## src/rtl/lut_cfg_pkg.sv

```systemverilog
// Shared types for the serial LUT configuration loader.
// Holds the FSM state encoding and table sizing helper.
package lut_cfg_pkg;

    typedef enum logic [1:0] {
        IDLE      = 2'd0,
        WAIT_WORD = 2'd1,
        SHIFT     = 2'd2,
        DONE      = 2'd3
    } state_e;

    // Total bits held by a LUT with 2**in_w entries of out_w bits.
    function automatic int table_bits(input int in_w, input int out_w);
        return (2 ** in_w) * out_w;
    endfunction

endpackage

```

## src/rtl/lut_cfg_loader_if.sv

```systemverilog
// Host-side word handshake into the LUT loader.
// The master presents a table entry; the slave (loader) accepts on valid && ready.
interface lut_cfg_loader_if #(parameter int OUT_WIDTH = 8);

    logic [OUT_WIDTH-1:0] wr_data;
    logic                 wr_valid;
    logic                 wr_ready;

    modport master (output wr_data, output wr_valid, input  wr_ready);
    modport slave  (input  wr_data, input  wr_valid, output wr_ready);

endinterface

```

## src/rtl/lut_cfg_serializer.sv

```systemverilog
// Parallel-to-serial shifter for one LUT entry: holds the word, emits it
// MSB-first on sd_o with scs_n_o low for exactly OUT_WIDTH cycles.
module lut_cfg_serializer #(
    parameter int OUT_WIDTH = 8
) (
    input  logic                 clk,
    input  logic                 rst_n,
    input  logic                 load_i,
    input  logic                 shift_i,
    input  logic                 clr_i,
    input  logic [OUT_WIDTH-1:0] word_i,
    output logic                 sd_o,
    output logic                 scs_n_o,
    output logic                 last_bit_o
);

    localparam int BW = $clog2(OUT_WIDTH);

    logic [OUT_WIDTH-1:0] hold_q;
    logic [BW-1:0]        bit_cnt_q;
    logic                 scs_n_q;

    // sd comes straight off the hold register MSB, so it is glitch-free
    // and lines up with scs_n for the LUT's next sampling edge.
    assign sd_o       = hold_q[OUT_WIDTH-1];
    assign scs_n_o    = scs_n_q;
    assign last_bit_o = shift_i && (bit_cnt_q == BW'(OUT_WIDTH - 1));

    always_ff @(posedge clk or negedge rst_n) begin
        if (!rst_n) begin
            hold_q    <= '0;
            bit_cnt_q <= '0;
            scs_n_q   <= 1'b1;
        end else if (clr_i) begin
            hold_q    <= '0;
            bit_cnt_q <= '0;
            scs_n_q   <= 1'b1;
        end else if (load_i) begin
            hold_q    <= word_i;
            bit_cnt_q <= '0;
            scs_n_q   <= 1'b0;
        end else if (shift_i) begin
            hold_q <= {hold_q[OUT_WIDTH-2:0], 1'b0};
            if (last_bit_o) begin
                scs_n_q <= 1'b1;
            end else begin
                bit_cnt_q <= bit_cnt_q + 1'b1;
            end
        end
    end

endmodule

```

## src/rtl/lut_cfg_loader.sv

```systemverilog
// Load sequencer for the serial-load LUT: accepts 2**IN_WIDTH entries
// (highest index first), serializes each, and flags a resident table.
module lut_cfg_loader
    import lut_cfg_pkg::*;
#(
    parameter int IN_WIDTH  = 2,
    parameter int OUT_WIDTH = 8
) (
    input  logic                clk,
    input  logic                rst_n,
    input  logic                start_i,
    input  logic                abort_i,
    lut_cfg_loader_if.slave     wr,
    output logic                sd_o,
    output logic                scs_n_o,
    output logic                busy_o,
    output logic                table_valid_o,
    output logic                done_o
);

    state_e              state_q;
    logic [IN_WIDTH-1:0] word_cnt_q;
    logic                wr_ready_q;
    logic                busy_q;
    logic                table_valid_q;
    logic                done_q;

    logic                in_load;
    logic                load;
    logic                shift;
    logic                clr;
    logic                last_bit;

    assign in_load = (state_q == WAIT_WORD) || (state_q == SHIFT);
    assign clr     = in_load && abort_i;
    assign load    = (state_q == WAIT_WORD) && wr.wr_valid && wr_ready_q && !abort_i;
    assign shift   = (state_q == SHIFT) && !abort_i;

    assign wr.wr_ready     = wr_ready_q;
    assign busy_o          = busy_q;
    assign table_valid_o   = table_valid_q;
    assign done_o          = done_q;

    lut_cfg_serializer #(.OUT_WIDTH(OUT_WIDTH)) u_ser (
        .clk        (clk),
        .rst_n      (rst_n),
        .load_i     (load),
        .shift_i    (shift),
        .clr_i      (clr),
        .word_i     (wr.wr_data),
        .sd_o       (sd_o),
        .scs_n_o    (scs_n_o),
        .last_bit_o (last_bit)
    );

    always_ff @(posedge clk or negedge rst_n) begin
        if (!rst_n) begin
            state_q       <= IDLE;
            word_cnt_q    <= '0;
            wr_ready_q    <= 1'b0;
            busy_q        <= 1'b0;
            table_valid_q <= 1'b0;
            done_q        <= 1'b0;
        end else begin
            done_q <= 1'b0;
            unique case (state_q)
                IDLE: begin
                    if (start_i && !abort_i) begin
                        state_q       <= WAIT_WORD;
                        busy_q        <= 1'b1;
                        table_valid_q <= 1'b0;
                        word_cnt_q    <= '0;
                        wr_ready_q    <= 1'b1;
                    end
                end
                WAIT_WORD: begin
                    if (abort_i) begin
                        state_q       <= IDLE;
                        busy_q        <= 1'b0;
                        table_valid_q <= 1'b0;
                        wr_ready_q    <= 1'b0;
                    end else if (load) begin
                        state_q    <= SHIFT;
                        wr_ready_q <= 1'b0;
                    end
                end
                SHIFT: begin
                    if (abort_i) begin
                        state_q       <= IDLE;
                        busy_q        <= 1'b0;
                        table_valid_q <= 1'b0;
                    end else if (last_bit) begin
                        if (word_cnt_q == '1) begin
                            state_q       <= DONE;
                            done_q        <= 1'b1;
                            table_valid_q <= 1'b1;
                            busy_q        <= 1'b0;
                        end else begin
                            word_cnt_q <= word_cnt_q + 1'b1;
                            state_q    <= WAIT_WORD;
                            wr_ready_q <= 1'b1;
                        end
                    end
                end
                // start arriving here is deliberately dropped
                DONE: state_q <= IDLE;
                default: state_q <= IDLE;
            endcase
        end
    end

endmodule

```

## src/flat_wrapper.sv

```systemverilog
// flat-port wrapper written by rule: the top's interface ports become plain ports
module lut_cfg_loader_flat import lut_cfg_pkg::*;
#(
    parameter int IN_WIDTH  = 2,
    parameter int OUT_WIDTH = 8
)
  (clk, rst_n, start_i, abort_i, sd_o, scs_n_o, busy_o, table_valid_o, done_o, wr_wr_data, wr_wr_valid, wr_wr_ready);
  lut_cfg_loader_if #(.OUT_WIDTH(OUT_WIDTH)) wr_i ();
  input  logic clk;
  input  logic rst_n;
  input  logic start_i;
  input  logic abort_i;
  output logic sd_o;
  output logic scs_n_o;
  output logic busy_o;
  output logic table_valid_o;
  output logic done_o;
  input wire logic [$bits(wr_i.wr_data)-1:0] wr_wr_data;
  input wire logic [$bits(wr_i.wr_valid)-1:0] wr_wr_valid;
  output wire logic [$bits(wr_i.wr_ready)-1:0] wr_wr_ready;
  assign wr_i.wr_data = wr_wr_data;
  assign wr_i.wr_valid = wr_wr_valid;
  assign wr_wr_ready = wr_i.wr_ready;
  lut_cfg_loader #(.IN_WIDTH(IN_WIDTH), .OUT_WIDTH(OUT_WIDTH)) u_core (.clk(clk), .rst_n(rst_n), .start_i(start_i), .abort_i(abort_i), .wr(wr_i), .sd_o(sd_o), .scs_n_o(scs_n_o), .busy_o(busy_o), .table_valid_o(table_valid_o), .done_o(done_o));
endmodule
```

## config.mk

```make
export PLATFORM = sky130hd
export DESIGN_NAME = lut_cfg_loader_flat
export DESIGN_NICKNAME = d
export VERILOG_FILES = /design/src/rtl/lut_cfg_pkg.sv /design/src/rtl/lut_cfg_loader_if.sv /design/src/rtl/lut_cfg_serializer.sv /design/src/rtl/lut_cfg_loader.sv /design/src/flat_wrapper.sv
export SDC_FILE = /design/constraint.sdc
export NUM_CORES = 1
export LEC_CHECK = 0
export ABC_AREA = 1
export CELL_PAD_IN_SITES_DETAIL_PLACEMENT = 1
export CELL_PAD_IN_SITES_GLOBAL_PLACEMENT = 2
export CORE_ASPECT_RATIO = 1.75
export CORE_MARGIN = 4
export CORE_UTILIZATION = 27
export CTS_CLUSTER_DIAMETER = 120
export CTS_CLUSTER_SIZE = 30
export DETAILED_ROUTE_END_ITERATION = 16
export PLACE_DENSITY_LB_ADDON = 0.08
export RECOVER_POWER = 50
export SYNTH_ARGS = -nofsm -noshare
export SYNTH_HDL_FRONTEND = slang
export SYNTH_SLANG_ARGS = --single-unit
```

## constraint.sdc

```tcl
create_clock -name clk -period 1.6 [get_ports clk]
set_clock_uncertainty 0.2 [all_clocks]
set_input_delay 0.24 -clock clk [delete_from_list [all_inputs] [get_ports clk]]
set_output_delay 0.24 -clock clk [all_outputs]
set_load 0.005 [all_outputs]
```

==> qor.yml, run 1 <==
cts:
  path_clk_slew_ns: 0.08
  clk_latency_ns: 0.26
  cts_sinks: 20
  cts_tree: "built"
  numCtsBuffers: 3
  htreeDepth: 1
  root_buffer: "clkbuf_8"
  clockBufferDepth: 2
  cts_hold_buf: 0
logic_synthesis:
  postSynthNetCount: 170
  ys_warn_count: 0
  yosys-top-cells-area: "dfrtp_1 (40%), nand2_1 (14%), ha_1 (7.3%), o21ai_0 (6.3%), inv_1 (5.6%)"
  ys_seq_elements: 20
  synth_cells: 150
  yosys.area.top_type: "dfrtp_1"
  seq_area_frac_synth_pct: 41.77
  yosysTopAreaCellShare_pct: 39.58
  avgSynthCellArea_um2: 8.008
  yosysUniqueCellTypes: 24
  synthesis.area_um2: 1201
critical_path:
  path_cells: "buf_6 > ha_4 > buf_6 > nand2_8 > nor2_8 > buf_6 > a21oi_4 > nand2_1 > o21ai_2"
  critical_path_arrival_ns: 1.67
  crit_top_cell: "buf_6"
  rrSetupSlack_ns: -0.08
  critPathKind: "reg -> reg"
  worst_setup_path_start_kind: "flop"
  cp_max_fo: 6
  end_kind: "flop"
  r2r_start: "u_core.state_q[0]"
  reg2reg_depth: 9
  cp_top_family: "flip-flops"
  slowest_delay_ns: 0.42
  r2r_end: "u_core.u_ser.bit_cnt_q[2]"
  cp_num_buf_inv: 3
  crit_path_top_delay_cell: "dfrtp_1"
  cp_data_required_time_ns: 1.59
grt:
  grt_util_all_layers_pct: 14.65
  grt_start_max_net_pins: 21
  antenna_found_initial: 0
  overflow: 0
  grt_pass1_vias: 1289
  grt_pass1_wl_um: 6085
power_and_ir_drop:
  p_leak_uw: 0.0009674
  p_per_area_nw_per_um2: 1748
  peakVddDrop_mv: 0.8880
sta:
  finalCritPeriodShare_pct: 105.2
  maxSlewViolCount: 0
  fmax_mhz: 594.2
  finalHoldViolCount: 0
  worstMarginPinSlew_ns: 0.5566
  min_period_ns: 1.683
  fin_ws_ns: -0.08294
  setup_viol: 15
  rsz0062_at_grt: "true"
  slew_headroom_pct: 62.89
place:
  portBuffers: 18
  place_ws_ns: -0.2298
  gp_congestion: 0.7687
  place_inst: 236
  hpwl_um: 2661
worst_hold_path:
  hold_class: "reg -> reg"
  hp-start: "u_core.busy_o"
  hold_end: "u_core.busy_o"
  whs_path_depth: 2
final_layout:
  syn_to_final_growth_pct: 61.46
  n_antenna_cell: 0
  layout-drive-gt1-share_pct: 40.40
  finalNonFillerCells: 247
  ff_latch_area_um2: 503.0
  multiInputGateArea_um2: 794.5
  fill_cells: 515
  final_nets: 219
drt:
  num_vias: 1201
  wl_per_cell_um: 15.27
  viasPerCell: 4.862
  ant_nets: 0
  drtPass1Iterations: 2
  finalWirelength_um: 3771
  drc: 0
  drt_iter0_drc: 22
die:
  die_w_um: 58.42
  fp-row-count: 31
  io_pins: 19
  core_area_um2: 4228
  initial_utilization_pct: 28.41
  die_area_um2: 5622
  die_y_um: 96.24
status:
  violations: "setup timing"
  outcome: "complete, but fails checks"
run:
  maxCapViolCount: 0
[cells by family after synthesis]
kind of cell | share of synthesized area, %
AOI/OAI and AO/OA | 13.44
and+or+nand+nor | 30.00
DFF | 41.77
adders and majority gates | 7.291
buffers and inverters | 7.499
[stage by stage]
| stage | instance area [µm²] | total power (µW) | hold WS, ns | utilization (%) | setup TNS, ns |
|---|---|---|---|---|---|
| floorplan | 1201 | 1650 | -0.2556 | - | 0 |
| global placement | 1594 | 2274 | 0.2567 | 37.70 | -2.755 |
| detailed placement | 1594 | 2309 | 0.2680 | 37.70 | -3.007 |
| CTS | 1790 | 3162 | 0.1288 | 42.35 | -0.5607 |
| global route | 1939 | 3664 | 0.3031 | 45.87 | -2.077 |
| finish | 1939 | 3389 | 0.2766 | 45.87 | -0.7071 |
[synthesized netlist by cell type (all sizes together)]
cell / count
a21oi: 7
nand4: 3
nand2: 51
nand3b: 1
buf: 1
inv: 21
nor2: 10
o211ai: 1
and3: 1
dfrtp: 19
dfstp: 1
o21ai: 20
ha: 7
nand3: 7
[area by class of cell]
type | instances | share of cell area (%)
Clock inverter | 1 | 1.548
Inverter | 21 | 4.710
Tap cell | 49 | 3.161
Multi-Input combinational cell | 108 | 40.97
Timing Repair Buffer | 45 | 21.55
Sequential cell | 20 | 25.94
Clock buffer | 3 | 2.129
[routing by layer]
layer  vias to the layer above  GRT usage (%)  share of wire, %
met3                        16          2.148               2.9
met5                         -              0                 0
met1                       582          14.02                35
met4                         0          9.865               6.2
met2                        27          27.71                56
li1                        576              -                 -
[where the power goes]
group / internal [µW] / total, µW / switching (µW)
Sequential: 674 / 793 / 119
Combinational: 991 / 2090 / 1090
Clock: 334 / 510 / 176
[registers in the layout, summed over array words and instances, names as in the netlist]
register	cells
u_core.done_o	1
u_core.u_ser.hold_q	8
u_core.word_cnt_q	2
u_core.state_q	2
u_core.busy_o	1
u_core.u_ser.scs_n_o	1
u_core.u_ser.bit_cnt_q	3
u_core.table_valid_o	1
u_core.wr.wr_ready	1
[worst reg2reg max path, cell delays in order, from the launching register on]
cell,delay (ns)
dfrtp_1,0.42
buf_6,0.13
ha_4,0.16
buf_6,0.13
nand2_8,0.08
nor2_8,0.04
buf_6,0.11
a21oi_4,0.18
nand2_1,0.10
o21ai_2,0.06
[timing repair]
action,CTS,global route
pin swaps,9,23
gates cloned,0,0
setup endpoints to repair,23,20
hold endpoints to repair,0,0
setup buffers,5,3
resized for setup,33,37
[how the worst max path moves through the flow]
stage	endpoint	depth (start not counted)	startpoint	slack, ns
CTS	u_core.u_ser.bit_cnt_q[2]	9	u_core.state_q[0]	-0.09
detailed placement	u_core.u_ser.hold_q[3]	7	u_core.state_q[0]	-0.23
global route	u_core.u_ser.bit_cnt_q[2]	9	u_core.state_q[0]	-0.19
floorplan	u_core.u_ser.hold_q[1]	8	u_core.state_q[1]	0.003
global placement	u_core.u_ser.hold_q[3]	7	u_core.state_q[0]	-0.20
finish	u_core.u_ser.bit_cnt_q[2]	9	u_core.state_q[0]	-0.08
[layout by cell type (no fill, tap or decap), types with 2 or more instances in the layout]
| cell type | netlist | final |
|---|---|---|
| a21oi_2 | 0 | 4 |
| nand3_2 | 0 | 3 |
| nand2_4 | 2 | 4 |
| o21ai_1 | 3 | 11 |
| nand2_2 | 3 | 7 |
| inv_1 | 18 | 14 |
| dlymetal6s2s_1 | 0 | 2 |
| o21ai_2 | 2 | 2 |
| ha_4 | 0 | 4 |
| inv_2 | 3 | 4 |
| clkbuf_8 | 0 | 3 |
| buf_6 | 1 | 6 |
| buf_4 | 0 | 19 |
| o21ai_0 | 15 | 5 |
| nand2_8 | 0 | 2 |
| nand2_1 | 46 | 38 |
| nor2_1 | 6 | 2 |
| a21oi_1 | 6 | 2 |
| clkdlybuf4s50_1 | 0 | 13 |
| o21ai_4 | 0 | 2 |
| dfrtp_1 | 19 | 18 |
| dlygate4sd2_1 | 0 | 2 |
| nor2_4 | 1 | 3 |
| nand4_1 | 3 | 3 |
| nor2_2 | 2 | 4 |
| ha_2 | 0 | 2 |
| nand3_1 | 6 | 3 |
| inv_4 | 0 | 2 |
Note: power is estimated with default switching activity, not from simulation.
==> run 2: changes to the inputs <==
CORE_ASPECT_RATIO = unset   (was 1.75)
==> qor.yml, run 2 (same netlist as run 1, synthesis figures left out) <==
die:
  die_area_um2: 5580  # -0.75%
  die_y_um: 74.70  # -22%
  core_area_um2: 4144  # -2.0%
  initial_utilization_pct: 28.99  # +0.57 points
  fp-row-count: 23  # -26%
  die_w_um: 74.70  # +28%
  io_pins: 19  # unchanged
final_layout:
  layout-drive-gt1-share_pct: 34.85  # -5.6 points
  fill_cells: 506  # -1.7%
  final_cell_mix: "nand2_1 (42), buf_4 (22), dfrtp_1 (18)"
  top_register: "u_core.u_ser.hold_q"
  final_nets: 219  # unchanged
  largest_reg_flops: 8  # unchanged
  final_common_cell: "nand2_1"
  top_regs: "u_core.u_ser.hold_q: 8 flops, u_core.u_ser.bit_cnt_q: 3 flops"
  syn_to_final_growth_pct: 55.94
  n_antenna_cell: 0  # unchanged
sta:
  timing.setup.tns_ns: 0  # +0.7071 ns
  finalHoldViolCount: 0  # unchanged
  setup_viol: 0  # -15
  rsz0062_at_grt: "true"
  fmax_mhz: 627.7  # +5.6%
  min_period_ns: 1.593  # -0.08983 ns
  worstMarginPinSlew_ns: 0.5614  # +0.004850 ns
  finalCritPeriodShare_pct: 99.57  # -5.6 points
  slew_headroom_pct: 62.57  # -0.32 points
  maxSlewViolCount: 0  # unchanged
drt:
  viasPerCell: 4.536  # -6.7%
  ant_nets: 0  # unchanged
  finalWirelength_um: 3491  # -7.4%
  drc: 0  # unchanged
  drtPass1Iterations: 3  # +1
  wl_per_cell_um: 14.08  # -7.8%
  drt_iter0_drc: 29  # +32%
  num_vias: 1125  # -6.3%
cts:
  path_clk_slew_ns: 0.08  # about the same
  clockBufferDepth: 2  # unchanged
  root_buffer: "clkbuf_8"
  htreeDepth: 1  # unchanged
  cts_sinks: 20  # unchanged
  clk_latency_ns: 0.26  # about the same
  cts_hold_buf: 0  # unchanged
  cts_tree: "built"
  numCtsBuffers: 3  # unchanged
status:
  outcome: "complete, no violations"
critical_path:
  r2r_start: "u_core.state_q[1]"
  critical_path_arrival_ns: 1.59  # -0.08 ns
  r2r_end: "u_core.u_ser.hold_q[6]"
  cp_max_fo: 8  # +2
  critPathKind: "reg -> reg"
  worst_setup_path_start_kind: "flop"
  cp_data_required_time_ns: 1.59  # about the same
  rrSetupSlack_ns: 0.007  # +0.09 ns
  reg2reg_depth: 7  # -2
  end_kind: "flop"
grt:
  grt_util_all_layers_pct: 13.77  # -0.88 points
  overflow: 0  # unchanged
  antenna_found_initial: 0  # unchanged
  grt_pass1_vias: 1231  # -4.5%
  grt_pass1_wl_um: 5802  # -4.7%
  grt_start_max_net_pins: 21  # unchanged
run:
  maxCapViolCount: 0  # unchanged
place:
  gp_congestion: 0.8351  # +8.6%
  portBuffers: 18  # unchanged
  hpwl_um: 2532  # -4.9%
worst_hold_path:
  hold_class: "in -> async"
power_and_ir_drop:
  peakVddDrop_mv: 0.6120  # -31%
  p_per_area_nw_per_um2: 1734  # -0.78%
  p_leak_uw: 0.0009848  # +1.8%
  power_uw: 3248  # -4.2%
run 2: cell types whose count changed in the layout (fill, tap and decap cells not counted), sizes merged:
cell | before | now
buf | 26 | 25
clkdlybuf4s50 | 13 | 12
dlygate4sd2 | 2 | 1
dlymetal6s2s | 2 | 4
nand2 | 51 | 52
run 2: worst max path at each step:
stage,startpoint,end
4_1_cts,u_core.u_ser.bit_cnt_q[1],u_core.u_ser.bit_cnt_q[1]
5_1_grt,u_core.state_q[1],u_core.u_ser.hold_q[1]
3_5_place_dp,abort_i,u_core.u_ser.hold_q[2]
6_report,u_core.state_q[1],u_core.u_ser.hold_q[6]
2_1_floorplan,u_core.state_q[1],u_core.u_ser.hold_q[1]
3_3_place_gp,abort_i,u_core.u_ser.hold_q[1]
run 2: critical path, stage by stage (launching register included):
cell and delay (ns):
dfrtp_1 0.42, buf_6 0.14, ha_4 0.19, nand2_4 0.10, nand2_4 0.08, nor2_4 0.24
nand2_1 0.08, o21ai_1 0.07
run 2: repair_timing:
action | in CTS | in global routing
pin swaps | 5 | 21
setup buffers | 3 | 5
cloned | 1 | 0
gates resized for setup | 16 | 39
setup endpoints to repair | 21 | 23
run 2: area by class of cell:
type / instances / area, µm² / area share, %
clock buffers: 3 / 41.29 / 2.204
clock inverters: 1 / 30.03 / 1.603
inverters: 21 / 86.33 / 4.609
multi-input cells: 109 / 757.0 / 40.41
flip-flops and latches: 20 / 503.0 / 26.85
well taps: 50 / 62.56 / 3.340
repair buffers: 44 / 392.9 / 20.98
run 2: per-layer routing:
metal | wire length, µm | global-route usage [%]
met1 | 1667 | 18.00
met2 | 1708 | 23.71
met3 | 97 | 2.136
met4 | 19 | 3.557
met5 | 0 | 0
run 2: where the power goes:
part / internal (µW) / switching, µW
Clock: 334 / 190
Sequential: 674 / 111
Combinational: 919 / 1020
Total: 1930 / 1320
run 2: metrics by stage:
step                      cell area [µm²]  hold WS [ns]  cells  setup WS, ns  utilization [%]
after floorplan                      1201       -0.2556    150      0.003485                -
after global placement               1568        0.2555    235       -0.1709            37.83
after detailed placement             1568        0.2737    235       -0.2126            37.83
after CTS                            1737        0.1214    243      0.003340            41.91
after global routing                 1873        0.3295    248      -0.07004            45.20
final                                1873        0.2894    248      0.006888            45.20
==> run 3: changes to the inputs <==
SLEW_MARGIN = 5   (was unset)
==> results of run 3 <==
The final DEF is identical to that of run 2; final timing and power are the same.
